[config.mk]
export PLATFORM = sky130hd
export DESIGN_NAME = instr_encoder_loader
export DESIGN_NICKNAME = d
export VERILOG_FILES = /design/src/rtl/instr_encoder_loader.sv
export SDC_FILE = /design/constraint.sdc
export NUM_CORES = 1
export LEC_CHECK = 0
export ABC_AREA = 1
export CORE_ASPECT_RATIO = 1.25
export CORE_MARGIN = 5
export CORE_UTILIZATION = 46
export DETAILED_ROUTE_END_ITERATION = 10
export HOLD_SLACK_MARGIN = 0.02
export MAX_ROUTING_LAYER = met4
export PLACE_DENSITY = 0.81
export SYNTH_ARGS = -nofsm -noshare
export SYNTH_HDL_FRONTEND = slang
export SYNTH_SLANG_ARGS = --single-unit
[constraint.sdc]
create_clock -name clk -period 1.6 [get_ports clk]
set_input_delay 0.24 -clock clk [delete_from_list [all_inputs] [get_ports clk]]
set_output_delay 0.24 -clock clk [all_outputs]
set_load 0.01 [all_outputs]
[src/rtl/instr_encoder_loader.sv]
// instr_encoder_loader
//   Packs decoded instruction fields into 16-bit instruction words and writes
//   them to consecutive imem addresses during a load session.
//
//   Handshake: a request transfers on a rising edge where in_valid && in_ready.
//   in_ready is combinational from state, count, start and finish; it never
//   depends on in_valid. Illegal requests still transfer but produce no write.
//
//   Ports:
//     clk, reset          clock, synchronous active-high reset
//     start, finish       session begin / end pulses
//     in_valid, in_ready  request handshake
//     opcode, rd, rs1, rs2, immediate, nzimm, offset   decoded fields
//     imem_we, imem_addr, imem_wdata                   imem write port
//     count               words written this session
//     busy, done          in LOAD / one-cycle end-of-session pulse
//     err, err_code       sticky first error (1 opcode, 2 zero nzimm, 3 overflow)
//     dbg_state           current FSM state (0 IDLE, 1 LOAD, 2 DONE)
module instr_encoder_loader #(
   parameter int ADDR_W    = 8,
   parameter int DEPTH     = 256,
   parameter int BASE_ADDR = 0
) (
   input  logic              clk,
   input  logic              reset,
   input  logic              start,
   input  logic              finish,
   input  logic              in_valid,
   output logic              in_ready,
   input  logic [3:0]        opcode,
   input  logic [2:0]        rd,
   input  logic [2:0]        rs1,
   input  logic [2:0]        rs2,
   input  logic [6:0]        immediate,
   input  logic [5:0]        nzimm,
   input  logic [8:0]        offset,
   output logic              imem_we,
   output logic [ADDR_W-1:0] imem_addr,
   output logic [15:0]       imem_wdata,
   output logic [ADDR_W:0]   count,
   output logic              busy,
   output logic              done,
   output logic              err,
   output logic [1:0]        err_code,
   output logic [1:0]        dbg_state
);

   typedef enum logic [1:0] {
      S_IDLE = 2'd0,
      S_LOAD = 2'd1,
      S_DONE = 2'd2
   } state_t;

   localparam logic [ADDR_W:0]   DEPTH_C = (ADDR_W+1)'(DEPTH);
   localparam logic [ADDR_W-1:0] BASE_C  = ADDR_W'(BASE_ADDR);

   state_t              state_q, state_d;
   logic [ADDR_W-1:0]   ptr_q;
   logic                we_q;
   logic [ADDR_W-1:0]   addr_q;
   logic [15:0]         wdata_q;
   logic [ADDR_W:0]     count_q;
   logic                err_q;
   logic [1:0]          code_q;

   logic [15:0]         enc_word;
   logic [1:0]          enc_code;
   logic                session_init;
   logic                take;
   logic                overflow;

   // Field packing; enc_code is nonzero when the request must not be written.
   always_comb begin
      enc_word = 16'h0000;
      enc_code = 2'd0;
      case (opcode)
         4'd2, 4'd4, 4'd6, 4'd7: enc_word = {opcode, rd, rs1, rs2, 3'b000};
         4'd0, 4'd1, 4'd5:       enc_word = {opcode, rd, immediate, 2'b00};
         4'd3, 4'd8, 4'd9: begin
            enc_word = {opcode, rd, nzimm, 3'b000};
            if (nzimm == 6'd0) enc_code = 2'd2;
         end
         4'd10, 4'd11:           enc_word = {opcode, rs1, offset};
         default:                enc_code = 2'd1;
      endcase
   end

   // Next state and per-cycle control. start outranks finish outranks transfer.
   always_comb begin
      state_d      = state_q;
      in_ready     = 1'b0;
      session_init = 1'b0;
      take         = 1'b0;
      overflow     = 1'b0;
      case (state_q)
         S_IDLE: begin
            if (start) begin
               state_d      = S_LOAD;
               session_init = 1'b1;
            end
         end
         S_LOAD: begin
            if (start) begin
               session_init = 1'b1;
            end else if (finish) begin
               state_d = S_DONE;
            end else begin
               in_ready = (count_q < DEPTH_C);
               if (in_valid) begin
                  if (count_q < DEPTH_C) take     = 1'b1;
                  else                   overflow = 1'b1;
               end
            end
         end
         S_DONE:  state_d = S_IDLE;
         default: state_d = S_IDLE;
      endcase
   end

   always_ff @(posedge clk) begin
      if (reset) begin
         state_q <= S_IDLE;
         ptr_q   <= BASE_C;
         we_q    <= 1'b0;
         addr_q  <= '0;
         wdata_q <= 16'h0000;
         count_q <= '0;
         err_q   <= 1'b0;
         code_q  <= 2'd0;
      end else begin
         state_q <= state_d;
         we_q    <= 1'b0;
         if (session_init) begin
            count_q <= '0;
            ptr_q   <= BASE_C;
            err_q   <= 1'b0;
            code_q  <= 2'd0;
         end
         if (take) begin
            if (enc_code == 2'd0) begin
               we_q    <= 1'b1;
               addr_q  <= ptr_q;
               wdata_q <= enc_word;
               count_q <= count_q + 1'b1;
               ptr_q   <= ptr_q + 1'b1;   // wraps past all-ones
            end else if (!err_q) begin
               err_q  <= 1'b1;
               code_q <= enc_code;
            end
         end
         if (overflow && !err_q) begin
            err_q  <= 1'b1;
            code_q <= 2'd3;
         end
      end
   end

   // A write pending when reset rises is suppressed immediately, not a cycle late.
   assign imem_we    = we_q & ~reset;
   assign imem_addr  = addr_q;
   assign imem_wdata = wdata_q;
   assign count      = count_q;
   assign err        = err_q;
   assign err_code   = code_q;
   assign busy       = (state_q == S_LOAD);
   assign done       = (state_q == S_DONE);
   assign dbg_state  = state_q;

endmodule

=== Word-level counts from Yosys, hierarchy flattened ===
Cells that the tools add are included.

* Add/subtract/negate cells: 2
* Eq/ne operators: 16
* Reductions and logical operators: 15
* Mux-type cells: 39
* Magnitude comparators: 1
* Bitwise operators: 3

{| class="wikitable"
|+ Operator list
! cell !! count
|-
| $pmux W16 S4 || 1
|-
| $mux W9 || 3
|-
| $mux W8 || 3
|-
| $mux W1 || 21
|-
| $mux W2 || 9
|-
| $eq A4 B3 Y1 const B || 4
|-
| $eq A4 B4 Y1 const B || 4
|-
| $add A9 B1 Y9 const B || 1
|-
| $lt A9 B9 Y1 const B || 1
|-
| $reduce_or A9 Y1 || 1
|-
| $add A8 B1 Y8 const B || 1
|-
| $eq A4 B2 Y1 const B || 2
|-
| $pmux W2 S2 || 2
|-
| $logic_not A6 Y1 || 1
|-
| $ne A2 B2 Y1 const B || 3
|-
| $reduce_or A2 Y1 || 3
|-
| $reduce_or A3 Y1 || 2
|-
| $eq A4 B1 Y1 const B || 1
|-
| $logic_not A2 Y1 || 2
|-
| $logic_not A4 Y1 || 1
|-
| $reduce_or A4 Y1 || 1
|-
| $reduce_and A3 Y1 || 1
|-
| $eq A2 B1 Y1 const B || 1
|-
| $eq A2 B2 Y1 const B || 1
|-
| 5 further kinds || 6
|}

* Output and inout port bits: 42
* Word-level logic and storage cells: 84
* Flip-flop bits (word level): 47
* Input port bits: 40

=== Longest topological paths before layout ===
* Word-level depth: 8
* Gate-level depth with buffers: 11
* Depth with buffers taken out: 10

=== Worst setup path after synthesis ===
OpenSTA, ideal clock, no wires.

* Path type: flip-flop to flip-flop
* From: register state_q[0] (netlist: dbg_state[0])
* To: register addr_q[4] (netlist: imem_addr[4])
* Data required time: 1.487 ns
* Clock period less this slack: 1.419 ns
* Setup slack: 0.181 ns
* Path buffers: 1
* Library setup time: 0.113 ns
* Data arrival time: 1.307 ns
* Cell stages (with the launch flop): 11
* Cell sequence: dfxtp_1 > inv_2 > nor2_4 > nand3_2 > nor2_4 > nand3_4 > nand2_2 > inv_2 > buf_6 > nand2_1 > nand2_1

* Word-level cells in the longest chain between the ends: 3

{| class="wikitable"
|+ Ends and longest elaborated chain
! what !! RTL line !! text
|-
| from (decl) || 57 || <nowiki>state_t state_q, state_d;</nowiki>
|-
| from (signal assigned) || 131 || <nowiki>state_q <= state_d;</nowiki>
|-
| $eq A2 B1 Y1 || n/a ||
|-
| named net busy || 41 || <nowiki>output logic busy,</nowiki>
|-
| $mux W1 || 95 || <nowiki>case (state_q)</nowiki>
|-
| $reduce_and A2 Y1 (no source line) || n/a ||
|-
| to (signal assigned) || 142 || <nowiki>addr_q <= ptr_q;</nowiki>
|-
| to (decl) || 60 || <nowiki>logic [ADDR_W-1:0] addr_q;</nowiki>
|}

The timed path passes the listed nets, and every way through them passes these cells.
A chain may end at the register's enable or synchronous reset.

=== Final worst setup path ===
* From: register count_q[5] (netlist: count[5])
* To: output port count[5]

{| class="wikitable"
|+ RTL lines
! what !! RTL line !! text
|-
| from (decl) || 62 || <nowiki>logic [ADDR_W:0] count_q;</nowiki>
|-
| from (signal assigned) || 144 || <nowiki>count_q <= count_q + 1'b1;</nowiki>
|-
| to (decl) || 40 || <nowiki>output logic [ADDR_W:0] count,</nowiki>
|}

No word-level cell between the ends.

==> results.py <==
metrics = {
    "sta": {
        "fin_crit_ns": 1.54,
        "timing.hold.ws_ns": 0.446,
        "setup-violations-final": 0,
        "finalHoldViolCount": 0,
        "tightest_slew_ns": 0.212,
        "setup_ws_ns": 0.0594,
        "report.final.slew_viol_count": 0,
        "clock_skew_ns": 0.00311,
        "fmax_mhz": 649,
        "period_share_pct": 96.3,
        "relSlewSlack_pct": 85.8,
    },
    "cts": {
        "cts_tree": "yes",
        "cts_setup_buffers": 0,
        "clk_pin_slew_ns": 0.09,
        "clock_insertion_delay_worst_skew_ns": 0.30,
        "cts_root_buf": "clkbuf_8",
        "cts_buffers": 5,
        "cts_hold_buf": 0,
        "numClockSinks": 47,
        "clock_path_buffers": 2,
        "htree_levels": 2,
    },
    "setup_path": {
        "cp_top_family": "buffers and inverters",
        "slowest_delay_ns": 0.57,
        "timing.critical_path.required_ns": 1.36,
        "reg2reg_from": "dbg_state[1]",
        "r2r_cells": 7,
        "crit_fanout": 6,
        "reg2reg_to": "ptr_q[7]",
        "crit_type": "reg2out",
        "worstSetupEndpointType": "output pin",
        "crit_buf_inv": 1,
        "rrSetupSlack_ns": 0.17,
        "worst_ep_arrival_time_ns": 1.30,
        "crit_slowest_cell": "clkdlybuf4s50_1",
        "crit_chain": "clkdlybuf4s50_1",
        "start_kind": "flip-flop",
    },
    "synth": {
        "yosys_warnings": 0,
        "netlist_instances": 368,
        "synth_top_cell_by_area": "dfxtp_1",
        "synth_area_leaders": "dfxtp_1 39%, nand2_1 22%, nand3_1 6.4%",
        "synth_cell_types": 30,
        "synthesis.area_um2": 2420,
        "syn-num-nets": 410,
        "async_reset_ff_share_pct": 0,
        "synth.most_common_cell": "nand2_1",
        "netlist.area_leader.share_pct": 38.9,
        "synthesis.area_per_instance_um2": 6.58,
        "synth_edf_count": 0,
        "synth-seq-cells": 47,
        "synth_ff_type": "dfxtp_1",
        "ys_top_cells_by_count": "143 x nand2_1, 47 x dfxtp_1, 41 x nor2_1",
        "yosysSeqAreaShare_pct": 38.9,
    },
    "cells_and_area": {
        "antenna_cells": 0,
        "fin_nets": 523,
        "final_cell_area_um2": 3660,
        "nFillCells": 448,
        "layout-drive-gt1-share_pct": 13.1,
        "syn2layout_area_growth_pct": 51.3,
    },
    "placed_design": {
        "dp_hpwl_um": 5230,
        "pre_cts_ws_ns": -0.188,
        "gp_congestion": 0.890,
        "io_buffers": 81,
        "place_area_um2": 3540,
    },
    "power": {
        "ir_worst_vdd_v": 0.000373,
        "power_density_nw_per_um2": 634,
        "p_leak_nw": 1.69,
    },
    "floorplanning": {
        "die_y_um": 91.1,
        "io_pins": 82,
        "core-area_um2": 5080,
        "dieArea_um2": 6820,
        "start_util_pct": 47.7,
        "rows": 29,
        "die_w_um": 74.9,
    },
    "route": {
        "drc": 0,
        "vias_per_cell": 4.96,
        "vias": 2697,
        "dr.first_iter.drc_count": 122,
        "wl_um": 6790,
        "antenna_left": 0,
        "drtPass1Iterations": 4,
        "routedWlPerCell_um": 12.5,
    },
    "global_route": {
        "grt_usage_pct": 21.0,
        "grt_pass1_vias": 2568,
        "grt_max_degree": 23,
        "grt_pass1_wl_um": 11100,
        "antenna_found_initial": 0,
        "grt.overflow.total": 0,
    },
    "min_path": {
        "hold_class": "reg2reg",
        "min_path_cells": 2,
        "min-delay-start": "imem_wdata[9]",
        "whs_endpoint": "imem_wdata[9]",
    },
    "outcome": {
        "status": "complete, no violations",
    },
    "job": {
        "maxCapViolCount": 0,
    },
}
-- worst max path at each step --
stage	from	end	slack, ns	depth (start not counted)
4_1_cts	dbg_state[1]	done	0.01	3
3_3_place_gp	finish	in_ready	-0.16	5
2_1_floorplan	dbg_state[0]	imem_addr[4]	0.18	10
6_report	count[5]	count[5]	0.06	1
5_1_grt	opcode[1]	ptr_q[3]	-0.003	11
3_5_place_dp	opcode[1]	ptr_q[0]	-0.19	11
-- repair_timing --
action,4_1_cts,5_1_grt
endpoints found under the setup margin,4,3
resized for setup,8,2
gates cloned,0,1
pin swaps,0,1
-- worst min-delay path, cell delays in order, from the launching register on --
cell	delay, ns
dfxtp_1	0.32
nand2_1	0.06
nand2_1	0.04
-- registers in the layout, summed over array words and instances, names as in the netlist --
signal      cells
ptr_q           8
count           9
dbg_state       2
err             1
imem_addr       8
we_q            1
imem_wdata     16
err_code        2
-- through the flow --
| step | instances | setup TNS [ns] | utilization (%) | power (mW) |
|---|---|---|---|---|
| 5_1_grt | 544 | -0.00320 | 72.1 | 2.42 |
| 2_1_floorplan | 368 | 0 | - | 1.34 |
| 3_5_place_dp | 535 | -6.96 | 69.6 | 1.55 |
| 3_3_place_gp | 535 | -4.28 | 69.6 | 1.55 |
| 4_1_cts | 543 | 0 | 71.9 | 2.33 |
| 6_report | 544 | 0 | 72.1 | 2.32 |
-- power by group --
part / switching, mW / leakage, nW / internal, mW
registers: 0.00721 / 0.380 / 1.18
clock network: 0.400 / 0.0505 / 0.393
logic: 0.159 / 1.26 / 0.187
total: 0.567 / 1.69 / 1.76
-- routing by layer --
metal  GRT usage, %  part of all wire, %  up-vias
met2           37.3                   52       96
met5              -                    0        -
met1           22.0                   38     1196
met3           5.97                  8.0       16
li1               -                    -     1389
met4           5.79                  1.9        0
-- logic make-up (layout without fill, tap and decap cells) --
family	Yosys count	in the layout	synth area share, %
and+or+nand+nor	244	245	44.4
DFF	47	47	38.9
buffers and inverters	47	160	9.15
AOI/OAI and AO/OA	25	25	5.48
xor gates and xnor gates	3	3	1.09
adders and majority gates	2	2	1.03
-- area by class of cell --
class	count	area, um^2	area share [%]
clock buffer	7	96.3	2.63
clock inverter	1	7.51	0.205
inverter	36	135	3.69
multi-input combinational	275	1270	34.8
sequential	47	946	25.8
tap	62	77.6	2.12
timing repair buffer	116	1120	30.7
-- layout by cell type (no fill, tap or decap), types with 2 or more instances in the layout --
cell             Yosys  layout
nor2_4               4       4
dlygate4sd2_1        0       3
nand3_1             31      31
clkinv_1             2       2
nor3_2               2       2
nor2_1              41      40
clkdlybuf4s50_1      0      76
a21oi_1             15      15
buf_12               0       4
nor3_1               3       3
buf_4                1      31
dfxtp_1             47      45
xor2_1               2       2
nand2_2              3       3
inv_1               31      31
nand4_1             11      11
nand2_1            143     143
nor2_2               0       2
ha_1                 2       2
dlymetal6s2s_1       0       2
clkbuf_8             0       7
inv_2                3       3
o21ai_0              6       6
nand3_4              1       2
Note: power is estimated with default switching activity, not from simulation.
